## src/rtl/clkdiv_pkg.sv

```systemverilog
// Shared constants for the programmable clock divider.
// Channel and top modules import these defaults.
package clkdiv_pkg;

    localparam int CNT_W       = 17;
    localparam int DEFAULT_DIV = 100000;
    localparam int MIN_DIV     = 2;

endpackage

```

## src/rtl/clk_div_chan.sv

```systemverilog
// One divider channel: counter, active/shadow settings,
// pending flag and registered divclk/tick outputs.
module clk_div_chan
    import clkdiv_pkg::*;
#(
    parameter int W       = CNT_W,
    parameter int DEF_DIV = DEFAULT_DIV
) (
    input  logic         clk,
    input  logic         rst,
    input  logic         en_i,
    input  logic         sync_i,
    input  logic         wr_i,
    input  logic [W-1:0] wr_div_i,
    input  logic [W-1:0] wr_high_i,
    output logic         pend_o,
    output logic         divclk_o,
    output logic         tick_o
);

    localparam logic [W-1:0] RST_DIV  = W'(DEF_DIV);
    localparam logic [W-1:0] RST_HIGH = W'(DEF_DIV / 2);

    logic [W-1:0] cnt_q, cnt_d;
    logic [W-1:0] div_a_q, div_a_d;
    logic [W-1:0] high_a_q, high_a_d;
    logic [W-1:0] div_s_q, div_s_d;
    logic [W-1:0] high_s_q, high_s_d;
    logic         pend_q, pend_d;
    logic         divclk_q, divclk_d;
    logic         tick_q, tick_d;
    logic         wrap, apply, level;

    always_comb begin
        div_a_d  = div_a_q;
        high_a_d = high_a_q;
        div_s_d  = div_s_q;
        high_s_d = high_s_q;
        pend_d   = pend_q;
        wrap     = en_i && (cnt_q == div_a_q - W'(1));
        // Settings only change at a period boundary, a sync or while idle
        apply    = sync_i || !en_i || wrap;
        level    = (high_a_q >= div_a_q) ? 1'b1
                 : (cnt_q >= div_a_q - high_a_q);
        if (apply && wr_i) begin
            div_a_d  = wr_div_i;
            high_a_d = wr_high_i;
            div_s_d  = wr_div_i;
            high_s_d = wr_high_i;
            pend_d   = 1'b0;
        end else if (apply && pend_q) begin
            div_a_d  = div_s_q;
            high_a_d = high_s_q;
            pend_d   = 1'b0;
        end else if (wr_i) begin
            div_s_d  = wr_div_i;
            high_s_d = wr_high_i;
            pend_d   = 1'b1;
        end
        cnt_d    = apply ? '0 : cnt_q + W'(1);
        divclk_d = en_i && level;
        tick_d   = wrap && !sync_i;
    end

    always_ff @(posedge clk) begin
        if (rst) begin
            cnt_q    <= '0;
            div_a_q  <= RST_DIV;
            high_a_q <= RST_HIGH;
            div_s_q  <= RST_DIV;
            high_s_q <= RST_HIGH;
            pend_q   <= 1'b0;
            divclk_q <= 1'b0;
            tick_q   <= 1'b0;
        end else begin
            cnt_q    <= cnt_d;
            div_a_q  <= div_a_d;
            high_a_q <= high_a_d;
            div_s_q  <= div_s_d;
            high_s_q <= high_s_d;
            pend_q   <= pend_d;
            divclk_q <= divclk_d;
            tick_q   <= tick_d;
        end
    end

    assign pend_o   = pend_q;
    assign divclk_o = divclk_q;
    assign tick_o   = tick_q;

endmodule

```

## src/rtl/prog_clk_div.sv

```systemverilog
// Multi-channel programmable clock divider: config decode,
// ready/error handling and N_CH channel instances.
module prog_clk_div
    import clkdiv_pkg::*;
#(
    parameter int N_CH        = 4,
    parameter int CNT_W       = clkdiv_pkg::CNT_W,
    parameter int DEFAULT_DIV = clkdiv_pkg::DEFAULT_DIV,
    localparam int CH_W       = (N_CH > 1) ? $clog2(N_CH) : 1
) (
    input  logic             clk,
    input  logic             rst,
    input  logic [N_CH-1:0]  ch_en,
    input  logic             sync,
    input  logic             cfg_valid,
    output logic             cfg_ready,
    input  logic [CH_W-1:0]  cfg_ch,
    input  logic [CNT_W-1:0] cfg_div,
    input  logic [CNT_W-1:0] cfg_high,
    output logic             cfg_err,
    output logic [N_CH-1:0]  divclk,
    output logic [N_CH-1:0]  tick
);

    logic [N_CH-1:0] pend;
    logic            ch_ok, div_ok, accept, good;
    logic            err_q, err_d;

    always_comb begin
        ch_ok     = 32'(cfg_ch) < N_CH;
        div_ok    = cfg_div >= CNT_W'(MIN_DIV);
        cfg_ready = !rst && !(ch_ok && pend[cfg_ch]);
        accept    = cfg_valid && cfg_ready;
        good      = accept && ch_ok && div_ok;
        err_d     = accept && !(ch_ok && div_ok);
    end

    always_ff @(posedge clk) begin
        if (rst) begin
            err_q <= 1'b0;
        end else begin
            err_q <= err_d;
        end
    end

    assign cfg_err = err_q;

    for (genvar i = 0; i < N_CH; i++) begin : g_ch
        clk_div_chan #(
            .W       (CNT_W),
            .DEF_DIV (DEFAULT_DIV)
        ) u_chan (
            .clk       (clk),
            .rst       (rst),
            .en_i      (ch_en[i]),
            .sync_i    (sync),
            .wr_i      (good && (32'(cfg_ch) == i)),
            .wr_div_i  (cfg_div),
            .wr_high_i (cfg_high),
            .pend_o    (pend[i]),
            .divclk_o  (divclk[i]),
            .tick_o    (tick[i])
        );
    end

endmodule

```

## config.mk

```make
export PLATFORM = sky130hd
export DESIGN_NAME = prog_clk_div
export DESIGN_NICKNAME = d
export VERILOG_FILES = /design/src/rtl/clkdiv_pkg.sv /design/src/rtl/clk_div_chan.sv /design/src/rtl/prog_clk_div.sv
export SDC_FILE = /design/constraint.sdc
export NUM_CORES = 1
export LEC_CHECK = 0
export BUFFER_PORTS_ARGS = -buffer_cell sky130_fd_sc_hd__buf_4
export CAP_MARGIN = 20
export CORE_UTILIZATION = 35
export DETAILED_ROUTE_END_ITERATION = 6
export PLACE_DENSITY = 0.52
export SETUP_SLACK_MARGIN = 0.02
export SLEW_MARGIN = 10
export SYNTH_ARGS = -nofsm -noshare
export SYNTH_HDL_FRONTEND = slang
export SYNTH_SLANG_ARGS = --single-unit
```

## constraint.sdc

```tcl
create_clock -name clk -period 4.1 [get_ports clk]
set_clock_uncertainty 0.05 [all_clocks]
set_input_delay 0.41 -clock clk [delete_from_list [all_inputs] [get_ports clk]]
set_output_delay 0.41 -clock clk [all_outputs]
set_load 0.01 [all_outputs]
```

==> summary.md <==
| Metric | Value |
|---|---|
| Share of layout cells above drive strength 1 | `11.09%` |
| Die X | `241.3 um` |
| Wirelength, routed | `59390 um` |
| # fillers | `5639` |
| CP endpoint kind | `flop` |
| Seq/Total Area, Yosys | `35.26%` |
| HPWL Detailed | `43610 um` |
| Ranking of synthesized cells by area | `dfxtp_1 (35%), ha_1 (9.0%), nand2_1 (5.6%), xnor2_1 (4.2%), xor2_1 (4.1%)` |
| Final Hold Fails | `0` |
| Max-slew violation count | `0` |
| Drt pass-1 iters | `5` |
| #FFs+latches synth | `353` |
| Cell Area, Synth | `0.02004 mm^2` |
| Crit start category | `flop` |
| Critical path fanouts, max | `2` |
| Sum Neg Setup Slack | `0 ns` |
| Routing usage on met3 | `3.635%` |
| Yosys top cell area share | `35.26%` |
| PD cells | `347.1 mW/mm^2` |
| Syn Nets | `2556` |
| Vias in the first global route | `16297` |
| Grt met2 use | `33.15%` |
| Sequential fraction of design power | `44.5%` |
| Sinks on Clock Net | `353` |
| Via density | `~5.3` |
| Hold_buf cts | `0` |
| Post-synthesis adder-cell area fraction | `a little under a tenth` |
| Post-layout min period | `~3.8 ns` |
| Final Wtd Congestion | `just under 0.9` |
| Synth-to-Final Area Change | `13.75%` |
| Slowest CP cell | `fa_2` |
| Row count | `87` |
| Initial drt markers | `1149` |
| Peak VDD IR | `0.2713 mV` |
| P_int | `around 0.0060 W` |
| Largest family of logic cells by synthesized area | `simple AND/OR/NAND/NOR gates` |
| Slew @ Worst Pin | `~0.8 ns` |
| Most common cell after layout, fill and taps aside | `dfxtp_1` |
| Sw power | `0.001949 W` |
| Reg2reg start | `g_ch[3].u_chan.div_a_q[0]` |
| CP required | `4.50 ns` |
| CP Cell Sequence | `inv_1 > ha_1 > fa_2 > nor2b_1 > o21ai_0 > a21boi_0 > o21ai_1 > a21oi_1 > a21o_1 > a21oi_1 > xor2_1 > ha_1 > a21o_1 > a21o_1 > a21o_1 > a21o_1 > a221oi_1 > o21ai_1 > a41oi_1 > a21oi_1` |
| Yosys warns | `0` |
| Max Buffers Root-to-Sink | `3` |
| CP Class | `flop to flop` |
| Hold Crit Class | `input port to flop` |
| Largest net degree at the start of global routing | `69` |
| Post-Synth XOR/XNOR Area | `roughly 8.3%` |
| Met1 GRT Util | `28.26%` |
| Unique masters post-synth | `96` |
| Syn Inst Count | `2364` |
| Post-synth top area cell | `dfxtp_1` |
| FFs w/ async S/R, synth | `0%` |
| CP bufs+invs | `1` |
| Worst-path clk slew | `0.06 ns` |
| Most used cell, CP | `a21o_1` |
| Critical Path Start | `g_ch[3].u_chan.div_a_q[0]` |
| Inserted Clock Buffers | `slightly above 40` |
| Initial antenna violation count | `0` |
| R2R setup slack | `0.30 ns` |
| Clock share of power | `47.1%` |
| TritonCTS clock tree | `yes` |
| Synth Area per Inst | `8.478 um^2` |
| Most frequent cells in the layout | `dfxtp_1 (350), nand2_1 (297), nor2_1 (199)` |
| GR Overflow Total | `0` |
| Slew HR | `46.74%` |
| First-pass GRT wire length | `around 93000 um` |
| Crit path max-delay family | `compound AO/OA/AOI/OAI gates` |
| Cell leakage power | `9.363 nW` |
| Finished Core Util | `40.35%` |
| Remaining DRCs | `0` |
| H-tree depth | `2` |
| Die Y | `241.3 um` |
| Crit path DAT | `4.20 ns` |
| Via count | `17015` |
| F_max | `approximately 260 MHz` |
| Routed Antenna Nets | `0` |
| Busiest grt layer | `met2` |
| Final Setup Violations | `0` |
| WL/cell | `about 19 um` |
| RSZ-0062 raised after global routing | `true` |
| Tot Pwr | `between 0.007 and 0.008 W` |
| Hold_sp | `ch_en[3]` |
| Outcome | `completed` |
| Core area | `0.05650 mm^2` |
| Port bufs | `53` |
| Delay of the slowest critical-path stage | `0.35 ns` |
| Switching share of power | `24.63%` |
| Clk_lat worst skew | `~0.57 ns` |
| Top-Level Pins | `54` |
| Nets | `2597` |
| Final Cycle Share | `a little over 90%` |
| Compound-cell area share of the yosys netlist | `17.36%` |
| Die area | `~0.058 mm^2` |
| Mux contribution to synthesized area | `3.490%` |
| Maxcap violations | `0` |
| Initial Util | `between 30% and 40%` |
| EDFF count, synth | `0` |
| Overall Global Routing Usage | `20.65%` |
| Simple-gate share of the synthesized area | `21.25%` |
| Clk root buf | `clkbuf_16` |
| Comb power frac | `8.4%` |
| Most used DFF post-synth | `dfxtp_1` |
[power by group through the flow]
stage,sequential (W),combinational [W],clock (W)
floorplan,0.00359,0.000407,0
global placement,0.00360,0.000636,0
detailed placement,0.00360,0.000647,0
CTS,0.00352,0.000650,0.00385
global route,0.00353,0.000726,0.00398
finish,0.00352,0.000663,0.00373
[synthesized netlist by cell type (15+ instances only)]
cell type / n
mux2_2: 29
o21a_1: 18
nand2_1: 297
clkbuf_1: 75
nand4_1: 44
a21o_1: 26
a21oi_1: 160
a21boi_0: 17
nand3_1: 67
and3_1: 22
buf_2: 15
and2_1: 27
ha_1: 144
o21ai_0: 61
a221o_1: 23
mux2i_1: 35
dfxtp_1: 353
a22o_1: 42
xor2_1: 93
xnor2_1: 97
nor2b_1: 41
nor3_1: 44
nor2_1: 200
inv_1: 128
nor4_1: 17
[path summary, 6_finish.rpt]
path	to	depth (start not counted)
max	g_ch[3].u_chan.divclk_o	20
min	g_ch[3].u_chan.divclk_o	3
max reg2reg	g_ch[3].u_chan.divclk_o	20
min reg2reg	g_ch[2].u_chan.high_s_q[14]	2
[cell type report]
class | instances | area [um^2] | share of cell area [%]
clock inverter | 14 | 151.4 | 0.6641
timing repair buffer | 109 | 838.3 | 3.677
sequential | 353 | 7071 | 31.01
inverter | 128 | 480.5 | 2.107
clock buffer | 58 | 1210 | 5.307
antenna | 1 | 2.502 | 0.01098
tap | 756 | 945.9 | 4.149
multi-input combinational | 1772 | 12100 | 53.07
[registers in the layout (all words and copies together), names as in the netlist]
| name | count |
|---|---|
| g_ch.u_chan.high_s_q | 68 |
| g_ch.u_chan.tick_o | 4 |
| g_ch.u_chan.div_s_q | 68 |
| g_ch.u_chan.div_a_q | 68 |
| cfg_err | 1 |
| g_ch.u_chan.high_a_q | 68 |
| g_ch.u_chan.pend_o | 4 |
| g_ch.u_chan.cnt_q | 68 |
| g_ch.u_chan.divclk_o | 4 |
[worst min-delay path, delay by kind of cell]
family / cells / cell delay [ns]
buffers and inverters: 1 / 0.14
AND/OR/NAND/NOR: 1 / 0.06
AO/OA/AOI/OAI: 1 / 0.04
[timing repair]
action,4_1_cts,5_1_grt
setup endpoints to repair,0,4
setup buffers,0,3
endpoints found under the hold margin,0,0
resized for setup,0,31
[layer usage]
metal  routed length [um]  up-vias
li1                     -     8431
met3                 3478       81
met2                26690      377
met4                 1336        0
met1                27880     8126
met5                    0        -
[per-stage QoR]
stage	instance area (um^2)	hold slack (ns)	setup WS, ns	cells
global route	22800	0.07163	-0.03498	3190
floorplan	20040	0.3672	0.3629	2364
global placement	21290	0.3767	0.1385	3113
CTS	22670	0.04102	0.04206	3186
finish	22800	0.07611	0.3018	3191
detailed placement	21310	0.3821	0.08175	3114
[logic make-up after synthesis]
group           after synthesis
fa+ha+maj                   148
compound gates              504
buf+inv                     239
flops                       353
xor+xnor                    190
mux                          65
simple gates                865
(Power assumes the default switching activity.)
